File: src/rtl/car_action_arbiter.sv
// Motion-command arbiter: picks one action per car mode and applies
// dwell, brake-on-reversal/mode-change, obstacle lock and IR watchdog.
module car_action_arbiter #(
  parameter int HOLD_CYCLES  = 3000,
  parameter int BRAKE_CYCLES = 2000,
  parameter int IR_TIMEOUT   = 10000,
  parameter int SAFE_DIST    = 20,
  parameter int HYST_DIST    = 5
) (
  input  logic        clk_in,
  input  logic        rst,
  input  logic [1:0]  mode,
  input  logic [3:0]  act_ir,
  input  logic        ir_valid,
  input  logic [3:0]  act_track,
  input  logic [3:0]  act_avoid,
  input  logic [15:0] dist_cm,
  input  logic        dist_valid,
  output logic [3:0]  action,
  output logic [1:0]  state,
  output logic        obstacle_lock,
  output logic        ir_timed_out
);

  localparam int HW = (HOLD_CYCLES > 1) ? $clog2(HOLD_CYCLES) : 1;
  localparam int BW = (BRAKE_CYCLES > 1) ? $clog2(BRAKE_CYCLES) : 1;
  localparam int IW = (IR_TIMEOUT > 1) ? $clog2(IR_TIMEOUT) : 1;

  localparam logic [HW-1:0] HOLD_LAST  = HW'(HOLD_CYCLES - 1);
  localparam logic [BW-1:0] BRAKE_LAST = BW'(BRAKE_CYCLES - 1);
  localparam logic [IW-1:0] IR_LAST    = IW'(IR_TIMEOUT - 1);
  localparam logic [IW-1:0] IR_PRE     = IW'(IR_TIMEOUT - 2);
  localparam logic [15:0]   SET_CM     = 16'(SAFE_DIST);
  localparam logic [15:0]   CLR_CM     = 16'(SAFE_DIST + HYST_DIST);

  localparam logic [3:0] A_STOP  = 4'd0;
  localparam logic [3:0] A_FWD   = 4'd1;
  localparam logic [3:0] A_BWD   = 4'd2;
  localparam logic [3:0] A_LEFT  = 4'd3;
  localparam logic [3:0] A_RIGHT = 4'd4;

  typedef enum logic [1:0] {
    S_STOP  = 2'b00,
    S_RUN   = 2'b01,
    S_BRAKE = 2'b10
  } st_t;

  st_t           st;
  logic [HW-1:0] hold_cnt;
  logic [BW-1:0] brake_cnt;
  logic [IW-1:0] ir_cnt;
  logic [1:0]    prev_mode;
  logic [3:0]    src;
  logic [3:0]    cand;
  logic          rev;

  function automatic logic [3:0] legal(input logic [3:0] a);
    return (a <= A_RIGHT) ? a : A_STOP;
  endfunction

  always_comb begin
    src = A_STOP;
    case (mode)
      2'b00:   src = ir_timed_out ? A_STOP : legal(act_ir);
      2'b01:   src = legal(act_track);
      2'b10:   src = legal(act_avoid);
      default: src = A_STOP;
    endcase
    cand = src;
    // avoidance mode is allowed to creep forward past the lock
    if (!mode[1] && obstacle_lock && src == A_FWD)
      cand = A_STOP;
  end

  assign rev = (action == A_FWD   && cand == A_BWD)   ||
               (action == A_BWD   && cand == A_FWD)   ||
               (action == A_LEFT  && cand == A_RIGHT) ||
               (action == A_RIGHT && cand == A_LEFT);

  assign state = st;

  always_ff @(posedge clk_in) begin
    if (rst) begin
      ir_cnt       <= '0;
      ir_timed_out <= 1'b1;
    end else if (ir_valid) begin
      ir_cnt       <= '0;
      ir_timed_out <= 1'b0;
    end else begin
      if (ir_cnt != IR_LAST)
        ir_cnt <= ir_cnt + 1'b1;
      if (ir_cnt >= IR_PRE)
        ir_timed_out <= 1'b1;
    end
  end

  always_ff @(posedge clk_in) begin
    if (rst)
      obstacle_lock <= 1'b0;
    else if (dist_valid && dist_cm != 16'd0) begin
      if (dist_cm < SET_CM)
        obstacle_lock <= 1'b1;
      else if (dist_cm >= CLR_CM)
        obstacle_lock <= 1'b0;
    end
  end

  always_ff @(posedge clk_in) begin
    if (rst) begin
      st        <= S_STOP;
      action    <= A_STOP;
      hold_cnt  <= '0;
      brake_cnt <= '0;
      prev_mode <= mode;
    end else begin
      prev_mode <= mode;
      case (st)
        S_STOP: begin
          if (cand != A_STOP) begin
            st       <= S_RUN;
            action   <= cand;
            hold_cnt <= '0;
          end
        end
        S_RUN: begin
          if (cand == A_STOP) begin
            st     <= S_STOP;
            action <= A_STOP;
          end else if (mode != prev_mode) begin
            st        <= S_BRAKE;
            action    <= A_STOP;
            brake_cnt <= '0;
          end else if (cand != action && hold_cnt >= HOLD_LAST) begin
            if (rev) begin
              st        <= S_BRAKE;
              action    <= A_STOP;
              brake_cnt <= '0;
            end else begin
              action   <= cand;
              hold_cnt <= '0;
            end
          end else if (hold_cnt != HOLD_LAST) begin
            hold_cnt <= hold_cnt + 1'b1;
          end
        end
        S_BRAKE: begin
          if (cand == A_STOP) begin
            st <= S_STOP;
          end else if (brake_cnt == BRAKE_LAST) begin
            st       <= S_RUN;
            action   <= cand;
            hold_cnt <= '0;
          end else begin
            brake_cnt <= brake_cnt + 1'b1;
          end
        end
        default: begin
          st     <= S_STOP;
          action <= A_STOP;
        end
      endcase
    end
  end

endmodule

File: config.mk
export PLATFORM = sky130hd
export DESIGN_NAME = car_action_arbiter
export DESIGN_NICKNAME = d
export VERILOG_FILES = /design/src/rtl/car_action_arbiter.sv
export SDC_FILE = /design/constraint.sdc
export NUM_CORES = 1
export LEC_CHECK = 0
export ABC_AREA = 1
export CAP_MARGIN = 15
export CORE_ASPECT_RATIO = 0.6
export CORE_UTILIZATION = 55
export DETAILED_ROUTE_END_ITERATION = 7
export PLACE_DENSITY = 0.79
export SYNTH_ARGS = -nofsm -noshare
export SYNTH_HDL_FRONTEND = slang
export SYNTH_SLANG_ARGS = --single-unit
File: constraint.sdc
create_clock -name clk_in -period 5.4 [get_ports clk_in]
set_input_delay 1.62 -clock clk_in [delete_from_list [all_inputs] [get_ports clk_in]]
set_output_delay 1.62 -clock clk_in [all_outputs]
set_load 0.02 [all_outputs]
Yosys cells after proc, flatten, opt, wreduce, memory -nomap -nowiden:

Cells that the tools add are included.

* $add $sub $neg: 3
* $lt $le $gt $ge: 7
* equality and inequality tests: 31
* multiplexer cells: 42
* reductions and logical operators: 27

Operator list (count)
* two-way mux 12 bit: 8
* two-way mux 11 bit: 6
* two-way mux 4 bit: 12
* case mux 12 bit (3 select lines): 1
* case mux 4 bit (3 select lines): 2
* case mux 11 bit (2 select lines): 1
* equality test 4 x 2 -> 1 bit, second input constant: 4
* >= comparator 16 x 5 -> 1 bit, second input constant: 1
* less-than comparator 16 x 5 -> 1 bit, second input constant: 1
* nonzero test 16 bit: 1
* != test 3 bit, second input constant: 5
* adder 14 x 1 -> 14 bit, second input constant: 1
* >= comparator 14 bit, second input constant: 1
* two-way mux 2 bit: 7
* != test 14 bit, second input constant: 1
* adder 12 x 1 -> 12 bit, second input constant: 1
* equality test 4 x 1 -> 1 bit, second input constant: 3
* >= comparator 12 bit, second input constant: 1
* <= comparator 4 x 3 -> 1 bit, second input constant: 3
* != test 12 bit, second input constant: 1
* != test 2 bit, second input constant: 6
* adder 11 x 1 -> 11 bit, second input constant: 1
* equality test 11 bit, second input constant: 1
* equality test 4 x 3 -> 1 bit, second input constant: 2
* other kinds (20): 39

* register bits after elaboration: 47
* input bits: 34
* output and inout port bits: 8

Depth between registers and ports, before layout:

Gate-level depths: netlist of the first run.

* depth in word-level cells: 17
* mapped depth: 17

Least setup slack after synthesis of the first run:

OpenSTA, ideal clock, no wires.

* path type: input -> register
* from: in mode[1]
* to: reg hold_cnt[2]
* library setup time: 0.113 ns
* data arrival time: 3.036 ns
* required time: 5.287 ns
* slack: 2.251 ns
* stages on the path: 12
* path buffers: 2
* path through: buf_6 -> nor3_4 -> nand3_1 -> nand3_2 -> o21ai_4 -> nand2_4 -> nand3_4 -> o21ai_2 -> inv_4 -> buf_12 -> a21oi_2 -> nor2_1

* longest elaborated chain between the ends: 12

Ends and longest elaborated chain
* start, declared: RTL line 12 `input logic [1:0] mode,`
* equality test 2 bit, or another cell as far along: RTL line 63 `case (mode)`
* case mux 4 bit (3 select lines): RTL line 63
* equality test 4 x 1 -> 1 bit: RTL line 71 `if (!mode[1] && obstacle_lock && src == A_FWD)`
* logical AND 1 bit: RTL line 71
* two-way mux 4 bit: RTL line 71
* equality test 4 x 2 -> 1 bit or equality test 4 x 1 -> 1 bit (tied branches): RTL line 75, 76
* logical AND 1 bit, on equally long branches: RTL line 75, 76
* logical OR 1 bit: RTL line 75 `assign rev = (action == A_FWD && cand == A_BWD) ||`
* logical OR 1 bit: RTL line 76 `(action == A_BWD && cand == A_FWD) ||`
* logical OR 1 bit: RTL line 77 `(action == A_LEFT && cand == A_RIGHT) ||`
* != test 3 bit (no line)
* AND reduction 8 bit (no line)
* end signal, assigned: RTL line 143 `hold_cnt <= hold_cnt + 1'b1;`
* end, declared: RTL line 49 `logic [HW-1:0] hold_cnt;`

Parallel ways exist; a longest one is shown, timed or not. The select of a mux whose other input is x is not followed.
A chain may end at the register's enable or synchronous reset.

Final worst setup path of the first run:

* from: in mode[1]
* to: reg action[2]

* longest elaborated chain between the ends: 15

Ends and longest elaborated chain
* equality test 2 bit, or another cell as far along: RTL line 63
* case mux 4 bit (3 select lines): RTL line 63
* equality test 4 x 1 -> 1 bit: RTL line 71
* logical AND 1 bit: RTL line 71
* two-way mux 4 bit: RTL line 71
* equality test 4 x 2 -> 1 bit or equality test 4 x 1 -> 1 bit (tied branches): RTL line 75, 76
* logical AND 1 bit, on equally long branches: RTL line 75, 76
* logical OR 1 bit: RTL line 75
* logical OR 1 bit: RTL line 76
* logical OR 1 bit: RTL line 77
* two-way mux 4 bit: RTL line 134 `if (rev) begin`
* two-way mux 4 bit: RTL line 133 `end else if (cand != action && hold_cnt >= HOLD_LAST) begin`
* two-way mux 4 bit: RTL line 129 `end else if (mode != prev_mode) begin`
* two-way mux 4 bit: RTL line 126 `if (cand == A_STOP) begin`
* case mux 4 bit (3 select lines): RTL line 117 `case (st)`
* end signal, assigned: RTL line 121 `action <= cand;`
* end signal, assigned: RTL line 139 `action <= cand;`
* end signal, assigned: RTL line 151 `action <= cand;`
* end, declared: RTL line 19 `output logic [3:0] action,`

Parallel ways exist; a longest one is shown, timed or not. The select of a mux whose other input is x is not followed.

==> results of run 1 <==
power groups by stage:
stage                     logic [mW]  clock network (mW)  registers (mW)
after global routing           0.150               0.263           0.366
final                          0.137               0.243           0.365
after detailed placement       0.136                   0           0.372
after CTS                      0.137               0.251           0.364
after floorplan               0.0926                   0           0.372
after global placement         0.134                   0           0.372
final cells by class:
type / count / area [um^2] / share of cell area, %
multi-input cells: 358 / 2010 / 52.9
flip-flops and latches: 47 / 941 / 24.7
repair buffers: 42 / 418 / 11.0
inverters: 60 / 230 / 6.05
well taps: 80 / 100 / 2.63
clock buffers: 7 / 96.3 / 2.53
clock inverters: 1 / 7.51 / 0.197
stage by stage:
stage          instances  power, mW  worst slack, ns  util [%]
6_report             595      0.745             1.64      67.0
3_3_place_gp         587      0.506             1.33      65.2
5_1_grt              595      0.780             1.42      67.0
2_1_floorplan        479      0.465             2.25         -
3_5_place_dp         587      0.508             1.33      65.2
4_1_cts              595      0.752             1.66      67.0
Yosys cell counts, drive strengths merged:
master  count
o31ai       2
inv        59
clkinv      1
nor3b       2
nand3b      1
nand3      53
o21ai      19
o211a       2
or2         4
nor4        6
a32o        1
or3         1
xor2       13
a21oi      35
nor2       70
ha          4
buf         7
nand4      22
clkbuf      7
dfxtp      47
nand2     101
a31oi       4
nor3       14
and3        1
xnor2       3
cell families (layout without fill, tap and decap cells):
group | count (synthesis) | count (layout) | share of synthesized area [%]
buffers and inverters | 74 | 110 | 10.8
xor gates and xnor gates | 16 | 16 | 4.23
and+or+nand+nor | 275 | 275 | 43.0
adders and majority gates | 4 | 4 | 1.51
DFF | 47 | 47 | 28.4
AOI/OAI and AO/OA | 63 | 63 | 12.0
worst register-to-register path, stage by stage (launching register included):
cell and delay [ns]:
dfxtp_1 0.54, inv_1 0.23, nor2_8 0.22, clkinv_1 0.30, nor2_1 0.30, nand2_2 0.21, nand2_2 0.25, nand2_1 0.08
a21oi_1 0.13
routing by layer:
metal	GRT usage [%]	vias to the layer above	routed length [um]	share of wire, %
li1	-	1653	-	-
met5	0	-	0	0
met1	38.5	1432	4160	53
met4	7.96	0	79	1.0
met2	39.7	87	3080	40
met3	5.37	8	467	6.0
registers in the layout (all words and copies together) (netlist names):
name and cells:
hold_cnt 12, ir_cnt 14, action 4, brake_cnt 11
obstacle_lock 1, ir_timed_out 1, prev_mode 2, state 2
worst max path at each step:
stage,from,endpoint,cells past startpoint
3_3_place_gp,mode[1],action[2],14
2_1_floorplan,mode[1],hold_cnt[2],12
4_1_cts,mode[1],action[2],14
6_report,mode[1],action[2],14
3_5_place_dp,mode[1],action[2],14
5_1_grt,mode[1],brake_cnt[5],11
==> results.py, run 1 <==
metrics = {
    "cells_and_area": {
        "antenna_cells": 0,
        "drive_above_1_share_pct": 12.0,
        "syn_to_final_growth_pct": 14.9,
        "finalInstanceArea_um2": 3800,
        "layout.cells.most_common_list": "90 x nand2_1, 65 x nor2_1, 56 x inv_1, 47 x dfxtp_1, 41 x clkdlybuf4s50_1",
        "fillerInstances": 511,
        "layout_commonest_cell": "nand2_1",
        "final_net_count": 552,
    },
    "place": {
        "gp_congestion": 0.893,
        "portBuffers": 41,
        "hpwl_um": 5880,
        "placed_area_um2": 3700,
    },
    "routing": {
        "drcViolationCount": 0,
        "postRouteAntennaNets": 0,
        "initialDrtViolationCount": 197,
        "routedWlPerCell_um": 13.1,
        "routed_wl_um": 7790,
        "drt_pre_antenna_iters": 5,
        "vias": 3180,
        "via_per_inst": 5.34,
    },
    "grt": {
        "track_usage_pct": 26.5,
        "grt_pass1_wl_um": 12800,
        "grt_overflow": 0,
        "grt_max_degree": 27,
        "first_global_vias": 2735,
        "antenna_found_initial": 0,
    },
    "worst_setup_path": {
        "critPathLaunchType": "input port",
        "critPathMaxStageDelay_ns": 0.72,
        "cp.buffers_inverters": 2,
        "r2r_end": "brake_cnt[2]",
        "path_class": "input port to register",
        "worstPathMaxFanout": 13,
        "cp_top_family": "simple AND/OR/NAND/NOR gates",
        "cpMostUsedCell": "nand3_1",
        "arrival_ns": 3.98,
        "cp.required_ns": 5.61,
        "crit_slowest_cell": "clkdlybuf4s50_1",
        "crit-reg2reg-launch": "state[0]",
        "r2r_slack_ns": 3.08,
        "r2r_cells": 8,
        "cp_cell_sequence": "clkdlybuf4s50_1, nor2_1, nand4_1, nand3_1, nand2_1, nand3_1, nor2_4, nand3_4, nand2_4, nand3_1, nand2_1, inv_1, o21ai_1, nor2_1",
        "cp-end-kind": "register",
    },
    "timing": {
        "period_share_pct": 69.7,
        "timing.slew.headroom_pct": 66.5,
        "fin_skew_ns": 0.00811,
        "drv_slew": 0,
        "fin_crit_ns": 3.76,
        "rsz0062_at_grt": "false",
        "clock.fmax_mhz": 266,
        "setup_viol": 0,
        "hold_viol_final": 0,
        "holdWs_ns": 0.485,
        "tightest_slew_ns": 0.501,
        "finalSetupTns_ns": 0,
    },
    "synthesis": {
        "yosysSeqAreaShare_pct": 28.4,
        "synthDistinctLibCells": 43,
        "syn_avg_cell_area_um2": 6.91,
        "synth_top_cell_by_area": "dfxtp_1",
        "netlist.area_leader.share_pct": 28.4,
        "synth.area.top_cells": "dfxtp_1 28%, nand2_1 10%, nor2_1 7.4%, inv_1 6.3%, nand3_1 5.6%",
        "synth_fp_nets": 517,
        "netlist_area_um2": 3310,
        "ys_seq_elements": 47,
        "ys.warnings.count": 0,
        "netlist_instances": 479,
    },
    "pwr": {
        "power_switching_share_pct": 29.3,
        "p_int_mw": 0.527,
        "p_leak_nw": 1.40,
        "power_frac_seq_pct": 48.9,
        "clkPwrFrac_pct": 32.7,
        "power_frac_comb_pct": 18.4,
        "power.switching_mw": 0.218,
        "powerDensity_nw_per_um2": 196,
        "vdd_drop_max_uv": 135,
    },
    "clock_network": {
        "clk_pin_slew_ns": 0.09,
        "cts_hold_buf": 0,
        "ctsResizeCount": 0,
        "cts_root_buf": "clkbuf_8",
        "clkSinkCount": 47,
        "cts_setup_buffers": 0,
        "clock_latency_ns": 0.31,
        "htreeDepth": 2,
        "cts_made_buffers": 5,
        "cts_buffer_depth": 2,
        "cts_tree": "built",
    },
    "floorplan": {
        "die_w_um": 102,
        "die_h_um": 62.1,
        "start_util_pct": 58.3,
        "die-area_um2": 6340,
        "rows": 21,
        "pin_count": 42,
        "core_um2": 5680,
    },
    "worst_hold_path": {
        "min_to": "ir_cnt[0]",
        "hp-class": "register to register",
        "hold_depth": 1,
        "hold_start": "ir_cnt[0]",
    },
    "outcome": {
        "status": "finished clean",
    },
    "job": {
        "max-cap-violations": 0,
    },
}
(Power assumes the default switching activity.)
==> run 2: changes to the inputs <==
==> constraint.sdc (replaced) <==
create_clock -name clk_in -period 3.55 [get_ports clk_in]
set_input_delay 1.065 -clock clk_in [delete_from_list [all_inputs] [get_ports clk_in]]
set_output_delay 1.065 -clock clk_in [all_outputs]
set_load 0.02 [all_outputs]
==> run 2 against run 1 <==
Against the previous run:
- highest routed layer unchanged
- clock skew up 0.0030 ns
- cell area up 1.2%
- sequential cell count unchanged
- largest cell class unchanged
- utilization up 0.77 points
- total power up 66%
- clock-buffer cell count down 1
==> results.py, run 2 (synthesis results as in run 1) <==
metrics = {
    "worst_setup_path": {
        "cp_cell_sequence": "clkdlybuf4s50_1, nor2_1, nand4_1, nand3_1, nand2_1, nand3_1, nor2_4, nand3_4, nand2_4, nand3_1, nand2_1, inv_1, o21ai_1, nor2_1",
        "critPathMaxStageDelay_ns": 0.73,
        "cp.required_ns": 3.75,
        "arrival_ns": 3.44,
        "worstPathMaxFanout": 13,
        "cpMostUsedCell": "nand3_1",
        "cp-end-kind": "register",
        "critPathLaunchType": "input port",
        "crit_slowest_cell": "clkdlybuf4s50_1",
        "path_class": "input port to register",
    },
    "floorplan": {
        "start_util_pct": 58.3,
        "die_w_um": 102,
        "rows": 21,
        "die-area_um2": 6340,
        "core_um2": 5680,
        "die_h_um": 62.1,
        "pin_count": 42,
    },
    "timing": {
        "period_share_pct": 91.1,
        "holdWs_ns": 0.492,
        "finalSetupTns_ns": 0,
        "timing.slew.headroom_pct": 64.8,
        "drv_slew": 0,
        "tightest_slew_ns": 0.526,
        "rsz0062_at_grt": "false",
        "fin_crit_ns": 3.23,
        "setup_viol": 0,
        "hold_viol_final": 0,
        "fin_skew_ns": 0.0111,
        "clock.fmax_mhz": 309,
    },
    "clock_network": {
        "clock_latency_ns": 0.31,
        "ctsResizeCount": 0,
        "htreeDepth": 2,
        "cts_setup_buffers": 0,
        "cts_tree": "built",
        "cts_hold_buf": 0,
        "clkSinkCount": 47,
        "cts_buffer_depth": 2,
        "cts_root_buf": "clkbuf_8",
        "clk_pin_slew_ns": 0.09,
        "cts_made_buffers": 5,
    },
    "cells_and_area": {
        "utilization_pct": 67.8,
        "seq_area_um2": 941,
        "largest_register_ffs": 14,
        "final_net_count": 554,
        "drive_above_1_share_pct": 12.2,
        "fillerInstances": 487,
        "layout_commonest_cell": "nand2_1",
        "antenna_cells": 0,
        "multi_input_area_um2": 2010,
        "reg_top3": "ir_cnt x14, hold_cnt x12, brake_cnt x11",
        "syn_to_final_growth_pct": 16.2,
        "fin_cells": 597,
        "layout.cells.most_common_list": "90 x nand2_1, 65 x nor2_1, 56 x inv_1, 47 x dfxtp_1, 41 x clkdlybuf4s50_1",
        "regMostFlops": "ir_cnt",
    },
    "routing": {
        "drt_pre_antenna_iters": 4,
        "drcViolationCount": 0,
        "routedWlPerCell_um": 13.0,
        "routed_wl_um": 7740,
        "postRouteAntennaNets": 0,
        "vias": 3166,
        "initialDrtViolationCount": 189,
        "via_per_inst": 5.30,
    },
    "pwr": {
        "power_frac_seq_pct": 44.8,
        "total_power_mw": 1.24,
        "p_int_mw": 0.907,
        "clkPwrFrac_pct": 38.3,
        "powerDensity_nw_per_um2": 322,
        "p_leak_nw": 1.43,
        "power_switching_share_pct": 26.7,
        "power.switching_mw": 0.331,
        "power_frac_comb_pct": 16.8,
        "vdd_drop_max_uv": 185,
    },
    "place": {
        "dp.cells": 589,
        "gp_congestion": 0.907,
        "portBuffers": 41,
        "hpwl_um": 5720,
    },
    "grt": {
        "grt_pass1_wl_um": 12900,
        "first_global_vias": 2809,
        "grt_overflow": 0,
        "track_usage_pct": 26.2,
        "antenna_found_initial": 0,
        "grt_max_degree": 27,
    },
    "worst_hold_path": {
        "hp-class": "register to register",
    },
    "job": {
        "max-cap-violations": 0,
    },
    "outcome": {
        "status": "finished clean",
    },
}
==> run 2: cell types whose count changed in the layout (fill, tap and decap cells not counted), sizes merged <==
cell	previous run	this run
clkbuf	7	6
clkinvlp	1	0
buf	1	3
bufinv	0	2
==> run 2: cell type report <==
| type | instances | area share [%] |
|---|---|---|
| clock buffer | 6 | 1.89 |
| clock inverter | 2 | 1.56 |
| inverter | 60 | 5.98 |
| multi-input combinational | 358 | 52.3 |
| sequential | 47 | 24.5 |
| tap | 80 | 2.60 |
| timing repair buffer | 44 | 11.3 |
==> run 2: critical path: cells and delay by family <==
family	cells	cell delay [ns]
AOI/OAI and AO/OA	1	0.12
buffers and inverters	2	0.82
and+or+nand+nor	11	1.42
==> run 2: path summary, 6_finish.rpt <==
check | startpoint | endpoint | slack, ns | cells after the start
min reg2reg | ir_cnt[0] | ir_cnt[0] | 0.49 | 1
max | mode[1] | action[2] | 0.32 | 14
min | ir_cnt[0] | ir_cnt[0] | 0.49 | 1
max reg2reg | state[0] | brake_cnt[3] | 1.29 | 8
==> run 2: through the flow <==
| stage | area (um^2) | worst slack (ns) |
|---|---|---|
| 2_1_floorplan | 3310 | 0.956 |
| 3_3_place_gp | 3710 | 0.138 |
| 3_5_place_dp | 3710 | 0.0521 |
| 4_1_cts | 3850 | 0.383 |
| 5_1_grt | 3850 | 0.150 |
| 6_report | 3850 | 0.316 |
==> run 2: power groups by stage <==
stage / registers (mW) / logic (mW) / clock network (mW)
2_1_floorplan: 0.567 / 0.141 / 0
3_3_place_gp: 0.566 / 0.202 / 0
3_5_place_dp: 0.567 / 0.205 / 0
4_1_cts: 0.555 / 0.206 / 0.484
5_1_grt: 0.557 / 0.228 / 0.507
6_report: 0.555 / 0.208 / 0.474
==> run 2: per-layer routing <==
metal | wire, um | share of wire, % | GRT usage, % | vias to the layer above
met5 | 0 | 0 | 0 | -
met4 | 44 | 0.57 | 5.71 | 0
met3 | 568 | 7.3 | 6.60 | 8
met2 | 3120 | 40 | 38.7 | 107
met1 | 4010 | 52 | 38.5 | 1394
li1 | - | - | - | 1657
==> run 3: changes to the inputs <==
--- a/config.mk
+++ b/config.mk
@@ -9,6 +9,7 @@
 export CAP_MARGIN = 15
 export CORE_ASPECT_RATIO = 0.6
 export CORE_UTILIZATION = 55
+export CTS_BUF_LIST = sky130_fd_sc_hd__clkbuf_4
 export DETAILED_ROUTE_END_ITERATION = 7
 export PLACE_DENSITY = 0.79
 export SYNTH_ARGS = -nofsm -noshare
==> run 3 against run 2 <==
Against the previous run:
- worst hold slack better by 0.0061 ns
- utilization down 0.49 points
- largest cell class unchanged
- sequential power hardly changed
- cell count stayed put
- fmax rose by 2.9%
- critical path depth is the same
- clock skew up 0.0095 ns
- cell area decreased by 0.72%
- die area did not move
- sequential cell count is the same
- routed wire length grew 0.66%
- largest power group unchanged
- non-clock buffer count unchanged
==> results.py, run 3 (synthesis results as in run 1) <==
metrics = {
    "outcome": {
        "status": "finished clean",
    },
    "worst_hold_path": {
        "hp-class": "register to register",
    },
    "worst_setup_path": {
        "worst-path-stages": 14,
        "critPathCapture": "action[2]",
        "arrival_ns": 3.44,
        "cp_top_family": "simple AND/OR/NAND/NOR gates",
        "path_class": "input port to register",
        "r2r_end": "brake_cnt[10]",
        "cp.buffers_inverters": 2,
        "critPathMaxStageDelay_ns": 0.73,
        "cp_cell_sequence": "clkdlybuf4s50_1, nor2_1, nand4_1, nand3_1, nand2_1, nand3_1, nor2_4, nand3_4, nand2_4, nand3_1, nand2_1, inv_1, o21ai_1, nor2_1",
        "cp-end-kind": "register",
        "r2r_cells": 8,
        "worstPathMaxFanout": 13,
        "r2r_slack_ns": 1.29,
        "crit-reg2reg-launch": "state[0]",
        "cpMostUsedCell": "nand3_1",
        "crit_slowest_cell": "clkdlybuf4s50_1",
        "cp-startpoint": "mode[1]",
        "cp.required_ns": 3.85,
        "critPathLaunchType": "input port",
    },
    "pwr": {
        "p_int_mw": 0.853,
        "vdd_drop_max_uv": 167,
        "p_leak_nw": 1.42,
        "powerDensity_nw_per_um2": 310,
        "power_frac_seq_pct": 46.9,
        "total_power_mw": 1.19,
        "power_frac_comb_pct": 17.6,
        "power_switching_share_pct": 28.0,
        "clkPwrFrac_pct": 35.5,
        "power.switching_mw": 0.332,
    },
    "routing": {
        "drt_pre_antenna_iters": 4,
        "postRouteAntennaNets": 0,
        "routed_wl_um": 7790,
        "vias": 3206,
        "routedWlPerCell_um": 13.1,
        "initialDrtViolationCount": 187,
        "drcViolationCount": 0,
        "via_per_inst": 5.37,
    },
    "clock_network": {
        "cts_hold_buf": 0,
        "cts_made_buffers": 5,
        "cts_setup_buffers": 0,
        "clkSinkCount": 47,
        "clk_pin_slew_ns": 0.15,
        "ctsResizeCount": 0,
        "cts_buffer_depth": 2,
        "cts_tree": "built",
        "clock_latency_ns": 0.39,
        "htreeDepth": 2,
        "cts_root_buf": "clkbuf_4",
    },
    "timing": {
        "fin_skew_ns": 0.0207,
        "tightest_slew_ns": 0.508,
        "fin_crit_ns": 3.14,
        "drv_slew": 0,
        "finalSetupTns_ns": 0,
        "period_share_pct": 88.5,
        "setup_viol": 0,
        "clock.fmax_mhz": 318,
        "rsz0062_at_grt": "false",
        "timing.slew.headroom_pct": 66.0,
        "hold_viol_final": 0,
        "holdWs_ns": 0.498,
    },
    "floorplan": {
        "rows": 21,
        "die_w_um": 102,
        "pin_count": 42,
        "die_h_um": 62.1,
        "die-area_um2": 6340,
        "start_util_pct": 58.3,
        "core_um2": 5680,
    },
    "cells_and_area": {
        "layout_commonest_cell": "nand2_1",
        "drive_above_1_share_pct": 12.4,
        "final_net_count": 554,
        "syn_to_final_growth_pct": 15.4,
        "reg_top3": "ir_cnt x14, hold_cnt x12, brake_cnt x11",
        "largest_register_ffs": 14,
        "regMostFlops": "ir_cnt",
        "layout.cells.most_common_list": "90 x nand2_1, 65 x nor2_1, 56 x inv_1, 47 x dfxtp_1, 41 x clkdlybuf4s50_1",
        "fillerInstances": 495,
        "antenna_cells": 0,
    },
    "place": {
        "hpwl_um": 5720,
        "portBuffers": 41,
        "gp_congestion": 0.907,
    },
    "grt": {
        "grt_pass1_wl_um": 13000,
        "grt_max_degree": 27,
        "first_global_vias": 2796,
        "antenna_found_initial": 0,
        "track_usage_pct": 26.1,
        "grt_overflow": 0,
    },
    "job": {
        "max-cap-violations": 0,
    },
}
run 3: cell counts in the layout (fill, tap and decap cells not counted):
No cell type changed its count.
run 3: power by group through the flow:
| stage | registers (mW) | clock network (mW) | logic, mW |
|---|---|---|---|
| finish | 0.556 | 0.421 | 0.208 |
| CTS | 0.556 | 0.422 | 0.207 |
| floorplan | 0.567 | 0 | 0.141 |
| global route | 0.558 | 0.443 | 0.228 |
| detailed placement | 0.567 | 0 | 0.205 |
| global placement | 0.566 | 0 | 0.202 |
run 3: worst min-delay path by stage:
| stage | startpoint | end | slack, ns | cells past startpoint |
|---|---|---|---|---|
| after floorplan | ir_cnt[0] | ir_cnt[0] | 0.45 | 1 |
| after global placement | ir_cnt[0] | ir_cnt[0] | 0.46 | 1 |
| after detailed placement | hold_cnt[10] | hold_cnt[10] | 0.48 | 2 |
| after CTS | hold_cnt[10] | hold_cnt[10] | 0.50 | 2 |
| after global routing | ir_cnt[8] | ir_cnt[8] | 0.52 | 2 |
| final | ir_cnt[0] | ir_cnt[0] | 0.50 | 1 |
run 3: per-stage QoR:
stage / setup slack [ns] / cells / utilization, % / area (um^2)
5_1_grt: 0.232 / 597 / 67.3 / 3820
4_1_cts: 0.462 / 597 / 67.3 / 3820
3_3_place_gp: 0.138 / 589 / 65.5 / 3710
6_report: 0.407 / 597 / 67.3 / 3820
3_5_place_dp: 0.0521 / 589 / 65.5 / 3710
2_1_floorplan: 0.956 / 479 / - / 3310
run 3: cell type report:
type                       count  area, um^2  share of cell area [%]
clock buffer                   6        45.0                    1.18
multi-input combinational    358        2010                    52.6
clock inverter                 2        60.1                    1.57
inverter                      60         230                    6.03
tap                           80         100                    2.62
timing repair buffer          44         433                    11.3
sequential                    47         941                    24.6
run 3: routing by layer:
layer  track usage [%]  wire, um  up-vias
met2              38.8      3130      103
met1              39.2      4040     1439
met5                 0         0        -
met4              6.33        65        0
met3              4.59       561        7
li1                  -         -     1657
run 3: worst reg2reg max path, cell delays in order, from the launching register on:
cell and delay [ns]:
dfxtp_1 0.58, inv_1 0.23, nor2_8 0.22, clkinv_1 0.29, nor2_1 0.32, nand2_2 0.11, nand2_2 0.21, nand2_1 0.09
a21oi_1 0.14
